**config.mk**
```make
export PLATFORM = sky130hd
export DESIGN_NAME = branch_predictor_gshare
export DESIGN_NICKNAME = d
export VERILOG_FILES = /design/src/rtl/branch_predictor_gshare.sv
export SDC_FILE = /design/constraint.sdc
export NUM_CORES = 1
export LEC_CHECK = 0
export BUFFER_PORTS_ARGS = -buffer_cell sky130_fd_sc_hd__buf_2
export CAP_MARGIN = 30
export CELL_PAD_IN_SITES_DETAIL_PLACEMENT = 1
export CELL_PAD_IN_SITES_GLOBAL_PLACEMENT = 2
export CORE_AREA = 5 5 213 194
export CTS_CLUSTER_DIAMETER = 50
export DETAILED_ROUTE_END_ITERATION = 6
export DIE_AREA = 0 0 218 199
export GPL_ROUTABILITY_DRIVEN = 0
export PLACE_DENSITY = 0.84
export RECOVER_POWER = 25
export SLEW_MARGIN = 0
export SYNTH_ARGS = -nofsm -noshare
export SYNTH_HDL_FRONTEND = slang
export SYNTH_SLANG_ARGS = --single-unit
```
**constraint.sdc**
```tcl
create_clock -name clk -period 35.7 [get_ports clk]
set_input_delay 1.785 -clock clk [delete_from_list [all_inputs] [get_ports clk]]
set_output_delay 1.785 -clock clk [all_outputs]
set_load 0.05 [all_outputs]
```
**src/rtl/branch_predictor_gshare.sv**
```systemverilog
// Gshare (or bimodal when HISTORY_BITS=0) direction predictor with a tagged BTB for IF-stage redirect,
// an IF->ID index register so ID trains the entry that predicted, and debug statistics counters.
module branch_predictor_gshare #(
  parameter int PC_WIDTH     = 32,
  parameter int INDEX_BITS   = 3,
  parameter int HISTORY_BITS = 3,
  parameter int COUNTER_BITS = 2,
  parameter int TAG_BITS     = 8,
  parameter int STAT_WIDTH   = 16
) (
  input  logic                  clk,
  input  logic                  rst,
  input  logic [PC_WIDTH-1:0]   IF_Pc,
  input  logic                  IF_Stall,
  input  logic                  ID_Flush,
  input  logic                  ID_Stall,
  input  logic [PC_WIDTH-1:0]   ID_Pc,
  input  logic                  ID_AttemptBranch,
  input  logic                  ID_BranchTaken,
  input  logic [PC_WIDTH-1:0]   ID_BranchTarget,
  output logic                  IF_BtbHit,
  output logic                  IF_PredictTaken,
  output logic [PC_WIDTH-1:0]   IF_PredictTarget,
  output logic                  ID_PredictBranchTaken,
  output logic                  ID_Mispredict,
  output logic [STAT_WIDTH-1:0] Branch_Count,
  output logic [STAT_WIDTH-1:0] Mispredict_Count
);
  localparam int DEPTH = 1 << INDEX_BITS;
  localparam int HW    = (HISTORY_BITS > 0) ? HISTORY_BITS : 1;
  localparam logic [COUNTER_BITS-1:0] CNT_INIT = COUNTER_BITS'((1 << (COUNTER_BITS - 1)) - 1);
  localparam logic [COUNTER_BITS-1:0] CNT_MAX  = '1;

  typedef struct packed {
    logic                valid;
    logic [TAG_BITS-1:0] tag;
    logic [PC_WIDTH-1:0] target;
  } btb_entry_t;

  logic [DEPTH-1:0][COUNTER_BITS-1:0] counter;
  btb_entry_t [DEPTH-1:0]             btb;
  logic [HW-1:0]                      history;
  logic [INDEX_BITS-1:0]              hist_ext, bidx, gidx, id_gidx, id_bidx;
  logic [TAG_BITS-1:0]                if_tag, id_tag;
  logic                               res;
  logic                               unused_ok;

  assign bidx    = IF_Pc[INDEX_BITS+1:2];
  assign if_tag  = IF_Pc[INDEX_BITS+TAG_BITS+1:INDEX_BITS+2];
  assign id_bidx = ID_Pc[INDEX_BITS+1:2];
  assign id_tag  = ID_Pc[INDEX_BITS+TAG_BITS+1:INDEX_BITS+2];
  assign res     = ID_AttemptBranch & ~ID_Stall;

  generate
    if (HISTORY_BITS > 0) begin : g_hist
      assign hist_ext = INDEX_BITS'(history);
      // Casting the concatenation down to HW drops the oldest outcome.
      always_ff @(posedge clk or posedge rst) begin
        if (rst)      history <= '0;
        else if (res) history <= HW'({history, ID_BranchTaken});
      end
    end else begin : g_bimodal
      assign hist_ext = '0;
      assign history  = '0;
    end
  endgenerate

  assign gidx             = bidx ^ hist_ext;
  assign IF_BtbHit        = btb[bidx].valid && (btb[bidx].tag == if_tag);
  assign IF_PredictTaken  = IF_BtbHit & counter[gidx][COUNTER_BITS-1];
  assign IF_PredictTarget = btb[bidx].target;
  assign ID_Mispredict    = res & (ID_PredictBranchTaken != ID_BranchTaken);
  assign unused_ok        = ^{IF_Pc, ID_Pc, history};

  // IF->ID carries the index used at lookup so training hits the same counter.
  always_ff @(posedge clk or posedge rst) begin
    if (rst) begin
      id_gidx               <= '0;
      ID_PredictBranchTaken <= 1'b0;
    end else if (ID_Flush) begin
      id_gidx               <= '0;
      ID_PredictBranchTaken <= 1'b0;
    end else if (!IF_Stall) begin
      id_gidx               <= gidx;
      ID_PredictBranchTaken <= IF_PredictTaken;
    end
  end

  always_ff @(posedge clk or posedge rst) begin
    if (rst) begin
      counter          <= {DEPTH{CNT_INIT}};
      btb              <= '0;
      Branch_Count     <= '0;
      Mispredict_Count <= '0;
    end else if (res) begin
      if (ID_BranchTaken) begin
        if (counter[id_gidx] != CNT_MAX) counter[id_gidx] <= counter[id_gidx] + 1'b1;
        btb[id_bidx] <= '{valid: 1'b1, tag: id_tag, target: ID_BranchTarget};
      end else if (counter[id_gidx] != '0) begin
        counter[id_gidx] <= counter[id_gidx] - 1'b1;
      end
      Branch_Count <= Branch_Count + 1'b1;
      if (ID_Mispredict) Mispredict_Count <= Mispredict_Count + 1'b1;
    end
  end
endmodule

```
==> run summary, run 1 <==
The HPWL after detailed placement came out at 23.58 mm. The pin count of the biggest net entering global routing came out at 186. The most critical setup path has its endpoint at IF_PredictTaken. The worst path buffer plus inverter count came out at 3. STA classifies the critical path startpoint as a primary input.

The violation count after the first detailed-routing iteration came out at 516. The transition time at the pin with the least slew margin is 5.358 ns. The slowest stage of the critical path is the sky130_fd_sc_hd__clkbuf_1 cell.

The number of standard cells after synthesis came out at 1111. The final count of pins violating max slew is 310. In the final routed layout, each cell accounts on average for 22.31 um. TritonCTS built the clock tree. The sum of negative setup slack came out at 0 ns. The worst hold path cell count came out at 1.

The top cell type's share of synthesized area came out at 0.5437. Of the total power, the clock network draws 0.369. Clock tree synthesis found a total of 383 sinks.

Counting flops with a built-in enable in the synthesized netlist gives 0. The detail-routed via count per cell came out at 5.451. The required time of the worst setup path came out at 33.91 ns. The leakage power summed over all cells is 0.009152 uW. Power spread over the standard cell area amounts to 66.00 nW/um^2. The share of total power dissipated in combinational logic is 0.198. The total number of nets in the final design is 1349. The total grt overflow is 0. The die covers 43380 sq um. The number of input and output port buffers inserted came out at 128. The critical path start-end classification is primary input to output port. The tree is rooted in a sky130_fd_sc_hd__clkbuf_16. For flop-to-flop paths, the worst setup slack is 32.14 ns. VDD sags by at most 46.29 uV. By area, the combinational part of the netlist is dominated by multiplexers. The run finished, with violations left. In the post-synthesis netlist, the biggest area contributors are sky130_fd_sc_hd__dfrtp_1 (54%), sky130_fd_sc_hd__mux2_2 (25%), sky130_fd_sc_hd__mux4_2 (9.4%). The clock skew after layout came out at 0.01213 ns. The worst slew margin relative to its limit came out at -2.592.

The number of placement rows is 69. For this run, the total global-route usage over all layers was measured as 0.1910. For this run, the top clock speed supported by timing is 114.4 MHz. Of the total synthesized cell area, the portion taken by full adders, half adders and majority gates is 0.002900. At the later pin of the worst-skew pair, clock insertion delay measures 0.55 ns. The register share of total power came out at 0.433.

The xor/xnor cell area share of the yosys netlist is 0.02030. Measured against the total synthesized area, the mux share comes to 0.3532. The post-synthesis async set-or-reset flop share is 1.000. TritonCTS created 45 clock buffers. Yosys instantiated no cell more often than sky130_fd_sc_hd__mux2_2. The share of the clock period used by the worst path after layout came out at 0.2448. Averaged over all synthesized cells, the footprint is 15.53 sq um.

The wire length of the first global-routing pass came out at 65.92 mm. The detail route stage leaves a number of antenna-violating nets equal to 0. The initial utilization of the core area, before any placement, comes to 0.4423.

The final worst-path setup slack came out at 26.96 ns. The worst register-to-register path ends at counter[3]$_DFFE_PP0P_. The largest total area in the synthesized netlist belongs to sky130_fd_sc_hd__dfrtp_1. 171 I/O pins were placed. In this run, synthesis produced a sequential element count of 383.

The iteration count of the initial detailed-routing pass came out at 4. In the synthesized netlist the dominant register cell turns out to be sky130_fd_sc_hd__dfrtp_1. The initial antenna violation count came out at 7.

Grouping stages by cell kind, the critical path spends the most delay in buffers and inverters. The y dimension of the die is 199 um. The number of maximum-capacitance constraint violations is 7. The share of layout cells above drive strength 1 came out at 0.5305. The region available for standard cell placement spans 39020 sq um. The worst slack after detailed placement is 28.78 ns. The final hold violation count came to 0. The cell area that synthesis handed to floorplanning was 17260 sq um. Measured along the x axis, the die boundary spans 218 um.

The internal power consumption came out at 955.4 uW. The count of distinct cell types in the synthesized netlist came out at 43. The number of warnings printed during yosys synthesis is 0. Traced cell by cell, the critical path runs through buf_2 -> clkbuf_1 -> nand2b_1 -> a211o_1 -> a41oi_2 -> o221ai_2 -> or3_4 -> nor3_1 -> buf_2. The detailed router placed 9878 vias in this run. The type of element capturing the critical path is an output port.

The multi-input combinational cells in the finished layout cover a total of 7326 sq um. The largest incremental delay on the critical path came out at 2.38 ns. The number of levels in the clock H-tree came out at 2.

For the worst flop-to-flop path, the logic depth is 8. The worst-case clock buffer depth came out at 3. The cell repeated most along the worst path is sky130_fd_sc_hd__buf_2. The area share of and/or/nand/nor cells after synthesis came out at 0.03407.

The checks that failed: capacitance limit, slew limit. The switching part of the total came out at 0.2775. The sequential cell area in the final layout is 9594 sq um. Data on the critical path arrives at its endpoint at 6.96 ns. Hold repair after CTS inserted 0 buffers. For this run, design rule violations remaining after detail routing come to 0. The share of the synthesized area in compound gates (AO/OA/AOI/OAI) is 0.01327. The number of gates resized after CTS was 0. The total setup violations reported at the end of the flow came out at 0. Once layout is complete, the utilization of the core stands at 0.5134.

The tightest min-delay check is of the flop to flop type. The post-synth net total came out at 1218. In this run the worst setup path begins at IF_Pc[4]. The final critical delay including setup and external delays is 8.741 ns. The clock input transition at the sequential cells of the worst setup and hold paths came out at 0.06 ns. The number of filler instances in the final layout is 3803.

The sequential element share of the synthesized area came out at 0.5559. Counting instances in the post-synthesis netlist gives the leading cell types as sky130_fd_sc_hd__mux2_2 (376), sky130_fd_sc_hd__dfrtp_1 (375), sky130_fd_sc_hd__mux4_2 (72), sky130_fd_sc_hd__xnor2_1 (27), sky130_fd_sc_hd__nand2_1 (25). The post-CTS setup buffer count is 0. The number of global-route vias before repair came out at 11250. The logic depth of the worst path, buffers included came out at 9.

In this run the worst path has a maximum fanout of 42. The relative area change from synthesis to final layout is 16.09%. The worst register-to-register path begins at id_gidx[0]$_DFFE_PP0P_.

The wire length reported by the detailed router came out at 40.42 mm. Setup repair after global routing left no endpoint under its margin. The reported net switching power is 366.9 uW.
==> final cells by class <==
| cell class | count | share of cell area |
|---|---|---|
| tap | 532 | 0.03322 |
| multi-input combinational | 657 | 0.3656 |
| clock buffer | 62 | 0.06651 |
| inverter | 9 | 0.001749 |
| antenna | 2 | 0.0002498 |
| sequential | 383 | 0.4789 |
| clock inverter | 21 | 0.01393 |
| timing repair buffer | 146 | 0.03984 |
==> cell families after synthesis <==
family                     Yosys count
muxes                              472
DFF                                383
and+or+nand+nor                    112
buffers and inverters               71
xor gates and xnor gates            40
AOI/OAI and AO/OA                   29
adders and majority gates            4
==> flip-flops by register name (all words and copies together), names as in the netlist, named ones only <==
signal	count
btb	328
Branch_Count	16
Mispredict_Count	16
counter	8
hist_ext	3
id_gidx	3
ID_PredictBranchTaken	1
==> cells in the final DEF (no fill, tap or decap), types with 3 or more instances in the layout <==
| master | synthesis | layout |
|---|---|---|
| sky130_fd_sc_hd__a221oi_1 | 4 | 4 |
| sky130_fd_sc_hd__a22oi_1 | 4 | 4 |
| sky130_fd_sc_hd__and3_1 | 4 | 4 |
| sky130_fd_sc_hd__and4_1 | 3 | 3 |
| sky130_fd_sc_hd__buf_2 | 21 | 119 |
| sky130_fd_sc_hd__buf_4 | 3 | 10 |
| sky130_fd_sc_hd__bufinv_16 | 0 | 6 |
| sky130_fd_sc_hd__clkbuf_1 | 17 | 19 |
| sky130_fd_sc_hd__clkbuf_16 | 0 | 47 |
| sky130_fd_sc_hd__clkbuf_8 | 0 | 10 |
| sky130_fd_sc_hd__clkinv_2 | 0 | 7 |
| sky130_fd_sc_hd__clkinvlp_4 | 0 | 5 |
| sky130_fd_sc_hd__dfrtp_1 | 375 | 375 |
| sky130_fd_sc_hd__dfstp_2 | 8 | 8 |
| sky130_fd_sc_hd__ha_1 | 4 | 4 |
| sky130_fd_sc_hd__inv_1 | 9 | 8 |
| sky130_fd_sc_hd__mux2_2 | 376 | 376 |
| sky130_fd_sc_hd__mux2i_1 | 24 | 24 |
| sky130_fd_sc_hd__mux4_2 | 72 | 72 |
| sky130_fd_sc_hd__nand2_1 | 25 | 24 |
| sky130_fd_sc_hd__nand2b_1 | 7 | 7 |
| sky130_fd_sc_hd__nand3_1 | 17 | 17 |
| sky130_fd_sc_hd__nand3b_1 | 5 | 5 |
| sky130_fd_sc_hd__nand4_1 | 10 | 10 |
| sky130_fd_sc_hd__nor2_1 | 19 | 19 |
| sky130_fd_sc_hd__nor2b_1 | 7 | 7 |
| sky130_fd_sc_hd__nor3_1 | 4 | 4 |
| sky130_fd_sc_hd__o21ai_0 | 6 | 6 |
| sky130_fd_sc_hd__o22ai_1 | 4 | 4 |
| sky130_fd_sc_hd__or2_2 | 4 | 4 |
| sky130_fd_sc_hd__xnor2_1 | 27 | 27 |
| sky130_fd_sc_hd__xor2_1 | 13 | 13 |
==> layer usage <==
metal,global-route usage,wire length [um],vias to the layer above,part of all wire
met2,0.3185,20100,139,0.50
met4,0.04093,509,10,0.013
met3,0.03774,1643,52,0.041
li1,-,-,4361,-
met1,0.2634,18100,5316,0.45
met5,0,64,-,0.0016
==> per-stage QoR <==
| step | area, sq um | hold slack, ns | cells | total power [uW] |
|---|---|---|---|---|
| 6_report | 20040 | 0.4677 | 1812 | 1322 |
| 5_1_grt | 20030 | 0.4727 | 1811 | 1390 |
| 3_3_place_gp | 18420 | 0.4448 | 1725 | 827.3 |
| 4_1_cts | 20080 | 0.4672 | 1810 | 1339 |
| 2_1_floorplan | 17260 | 0.4287 | 1111 | 772.4 |
| 3_5_place_dp | 18470 | 0.4512 | 1727 | 842.0 |
==> power by group through the flow <==
stage               logic (uW)  clock network (uW)  registers, uW
CTS                        266                 500            573
global route               284                 522            584
detailed placement         263                   0            579
global placement           254                   0            573
floorplan                  192                   0            581
finish                     262                 488            573
==> worst register-to-register path: cells and delay by family, from the launching register on <==
family	cells	cell delay [ns]
flops	1	0.70
mux	3	1.43
compound gates	1	0.31
simple gates	2	0.59
fa+ha+maj	1	0.22
buf+inv	1	0.19
==> worst min path at each step <==
stage | start | end | slack, ns
final | btb[327]$_DFFE_PP0P_ | btb[327]$_DFFE_PP0P_ | 0.47
after global routing | btb[245]$_DFFE_PP0P_ | btb[245]$_DFFE_PP0P_ | 0.47
after CTS | btb[245]$_DFFE_PP0P_ | btb[245]$_DFFE_PP0P_ | 0.47
after detailed placement | btb[204]$_DFFE_PP0P_ | btb[204]$_DFFE_PP0P_ | 0.45
after global placement | btb[40]$_DFFE_PP0P_ | btb[40]$_DFFE_PP0P_ | 0.44
after floorplan | btb[122]$_DFFE_PP0P_ | btb[122]$_DFFE_PP0P_ | 0.43
(Power assumes the default switching activity.)
==> inputs of run 2 (changes only) <==
--- a/config.mk
+++ b/config.mk
@@ -9,12 +9,12 @@
 export CAP_MARGIN = 30
 export CELL_PAD_IN_SITES_DETAIL_PLACEMENT = 1
 export CELL_PAD_IN_SITES_GLOBAL_PLACEMENT = 2
-export CORE_AREA = 5 5 213 194
+export CORE_AREA = 5 5 228 208
 export CTS_CLUSTER_DIAMETER = 50
 export DETAILED_ROUTE_END_ITERATION = 6
-export DIE_AREA = 0 0 218 199
+export DIE_AREA = 0 0 233 213
 export GPL_ROUTABILITY_DRIVEN = 0
-export PLACE_DENSITY = 0.84
+export PLACE_DENSITY = 0.78
 export RECOVER_POWER = 25
 export SLEW_MARGIN = 0
 export SYNTH_ARGS = -nofsm -noshare
==> constraint.sdc (replaced) <==
create_clock -name clk -period 7.2 [get_ports clk]
set_input_delay 0.36 -clock clk [delete_from_list [all_inputs] [get_ports clk]]
set_output_delay 0.36 -clock clk [all_outputs]
set_load 0.05 [all_outputs]
==> run 2 against run 1 <==
The flow still finishes with violations (capacitance limit, slew limit). Clock power grew to 4.6 times the previous value. Final area hardly changed. Wire length is 2.9% higher. Highest routed layer unchanged. Die area is 14% higher. Global-route usage is 1.9 points lower. Critical path type is now primary input to async pin. Hold slack worse by 0.43 ns.
==> run summary, run 2 (synthesized netlist as in run 1, its figures left out) <==
The cell depth of the worst flop-to-flop path came out at 8 (unchanged). The share of the clock period used by the worst path after layout came out at 0.5249. The number of maximum-capacitance constraint violations came out at 3 (-4). The share of layout cells above drive strength 1 came to 0.5340 (+0.003441). The iteration count of the initial detailed-routing pass was 4 (unchanged). The largest registers in the layout are btb x328, Branch_Count x16, Mispredict_Count x16. The global routing usage summed across all routing layers came out at 0.1716 (-0.01939). The wire length reported by the detailed router is 41.60 mm (+2.9%). The violation count after the first detailed-routing iteration is 461 (-11%). The number of global-route vias before repair came out at 11300 (+0.48%).

The detail-routed via count per cell came out at 5.262 (-3.5%). The worst hold path cell count came out at 2 (+1). The post-route cell area is 20030 sq um (about the same). The worst slew margin relative to its limit is -1.746 (+0.8453). The total setup violations reported at the end of the flow came out at 0 (unchanged). The TritonCTS clock tree is yes. The worst setup path is captured at an async pin.

The flip-flop count of the largest register after layout is 328 (unchanged). The total power divided by cell area is 318.4 nW/um^2 (+380%). The clock skew after layout came out at 0.01173 ns (-0.0004035 ns). The initial antenna violation count is 9 (+2).

The width of the chip is 233 um (+6.9%). Setup repair after global routing left no endpoint under its margin. The total power draw is 6379 uW (+380%). The reported net switching power was 1828 uW (+400%). The relative area change from synthesis to final layout is 16.08% (about the same). The critical path start-end classification is primary input to async pin. The transition time at the pin with the least slew margin came to 4.120 ns (-1.239 ns). The worst-case clock buffer depth came out at 3 (unchanged). The leakage power summed over all cells came out at 0.009131 uW (-0.24%). The flow ran to the end, but the final reports show violations.

The starting density of the core is 0.3851 (-0.05715). The routed wire length per instance came out at 22.02 um (-1.3%). The number of placement rows is 74 (+7.2%).

The total of hold buffers inserted after clock tree synthesis is 0 (unchanged). In this run the most critical hold path is launched from ID_Flush. The final critical delay including setup and external delays is 3.779 ns.

Leaving out fill and tap cells, the most frequent cell in the layout is sky130_fd_sc_hd__mux2_2. The worst-case register-to-register setup slack is 3.77 ns (-28.37 ns). The maximum vdd drop came out at 202.9 uV (+340%). The number of placed I/O pins is 171 (unchanged). The total number of nets in the final design was 1353 (+0.30%).

The highest achievable clock rate came out at 264.6 MHz. The core box area is 44810 sq um (+15%). The required time of the worst setup path was 6.91 ns (-27.00 ns). The total DRC errors in the routed layout is 0 (unchanged). The area after detailed placement is 18570 sq um (+0.54%). The register share of total power came out at 0.445 (+0.012). The library cells used most frequently in the layout, excluding fill and tap cells, are sky130_fd_sc_hd__mux2_2 (376), sky130_fd_sc_hd__dfrtp_1 (375), sky130_fd_sc_hd__buf_2 (124). Counting flops per register, the top entry is btb.

The y dimension of the die is 213 um (+7.0%). The share of power burned in the clock network came out at 0.352 (-0.017). The arrival time of the worst setup path is 3.49 ns (-3.47 ns). The HPWL after detailed placement was 25.24 mm (+7.0%). The final hold violation count came out at 0 (unchanged). The worst setup path is launched from a primary input. The clock input transition at the sequential cells of the worst setup and hold paths is 0.06 ns (about the same). The total grt overflow came to 0 (unchanged). The wire length of the first global-routing pass came out at 66.70 mm (+1.2%).

The number of input and output port buffers inserted is 128 (unchanged). In this run the critical register-to-register path is captured at counter[5]$_DFFE_PP0P_. The clock latency on the worst-skew pair is 0.56 ns (about the same).

Clock tree synthesis selected as its root buffer the cell sky130_fd_sc_hd__clkbuf_16. The pin count of the biggest net entering global routing came out at 161 (-13%). For hold timing, the worst endpoint is id_gidx[0]$_DFFE_PP0P_. The internal power consumption came out at 4551 uW (+380%). The total number of vias came out at 9939 (+0.62%). The number of clock buffers inserted by TritonCTS is 46 (+2.2%). The remaining number of nets flagged by the antenna check after routing is 0 (unchanged). The overall die area is 49630 sq um (+14%).

The number of antenna cells inserted came out at 0 (-2). The part of the power in combinational logic is 0.203 (+0.005). The highest net fanout along the worst path came out at 160 (+280%). The checks that failed: capacitance limit, slew limit.

The number of levels in the clock H-tree is 2 (unchanged). In this run the worst hold path is classified as primary input to flop. The post-CTS resize count came out at 0 (unchanged). The total clock sinks came out at 383 (unchanged). The sum of negative setup slack is 0 ns (unchanged). The post-CTS setup buffer count came to 0 (unchanged).

The origin of the critical flop-to-flop path is id_gidx[0]$_DFFE_PP0P_. The final count of pins violating max slew was 202 (-35%). The switching part of the total was 0.2865 (+0.009050).
-- run 2: cell count changes in the layout (fill, tap and decap cells not counted), moves of 3 or more --
cell	before	now
sky130_fd_sc_hd__buf_4	10	14
sky130_fd_sc_hd__clkinv_4	1	4
sky130_fd_sc_hd__buf_2	119	124
sky130_fd_sc_hd__bufinv_16	6	2
sky130_fd_sc_hd__clkbuf_8	10	5
-- run 2: layout make-up --
| type | instances | area, sq um |
|---|---|---|
| Inverter | 9 | 37.54 |
| Tap cell | 608 | 760.7 |
| Clock buffer | 62 | 1282 |
| Sequential cell | 383 | 9594 |
| Multi-Input combinational cell | 657 | 7331 |
| Fill cell | 4514 | 24780 |
| Timing Repair Buffer | 149 | 832.0 |
| Clock inverter | 21 | 196.4 |
-- run 2: worst max-delay path by stage --
stage | cells past startpoint | endpoint | start | slack (ns)
4_1_cts | 9 | IF_PredictTaken | IF_Pc[3] | 3.38
6_report | 3 | btb[139]$_DFFE_PP0P_ | rst | 3.42
2_1_floorplan | 1 | Branch_Count[0]$_DFFE_PP0P_ | rst | 1.70
5_1_grt | 3 | btb[139]$_DFFE_PP0P_ | rst | 2.49
3_5_place_dp | 9 | IF_PredictTaken | IF_Pc[3] | 3.37
3_3_place_gp | 9 | IF_PredictTaken | IF_Pc[3] | 3.37
-- run 2: critical path, stage by stage --
cell,delay (ns)
sky130_fd_sc_hd__clkbuf_1,0.09
sky130_fd_sc_hd__clkinvlp_4,0.06
sky130_fd_sc_hd__clkbuf_2,2.78
-- run 2: through the flow --
| step | setup WS (ns) | cells | utilization | hold slack, ns |
|---|---|---|---|---|
| finish | 3.421 | 1889 | 0.4471 | 0.04140 |
| global route | 2.489 | 1889 | 0.4471 | 0.04153 |
| CTS | 3.382 | 1888 | 0.4474 | 0.01646 |
| detailed placement | 3.369 | 1805 | 0.4144 | 0.4513 |
| global placement | 3.373 | 1804 | 0.4138 | 0.4450 |
| floorplan | 1.699 | 1111 | - | 0.4264 |
-- run 2: routing by layer --
| metal | GRT usage | vias up | share of wire | routed length (um) |
|---|---|---|---|---|
| li1 | - | 4383 | - | - |
| met1 | 0.2358 | 5299 | 0.45 | 18640 |
| met2 | 0.2790 | 171 | 0.48 | 19950 |
| met3 | 0.03896 | 70 | 0.052 | 2147 |
| met4 | 0.04399 | 16 | 0.019 | 781 |
| met5 | 0 | - | 0.0022 | 91 |
-- run 2: power groups by stage --
stage	registers (uW)	logic, uW	clock network (uW)
2_1_floorplan	2880	950	0
3_3_place_gp	2840	1270	0
3_5_place_dp	2880	1310	0
4_1_cts	2840	1320	2320
5_1_grt	2890	1400	2410
6_report	2840	1300	2250
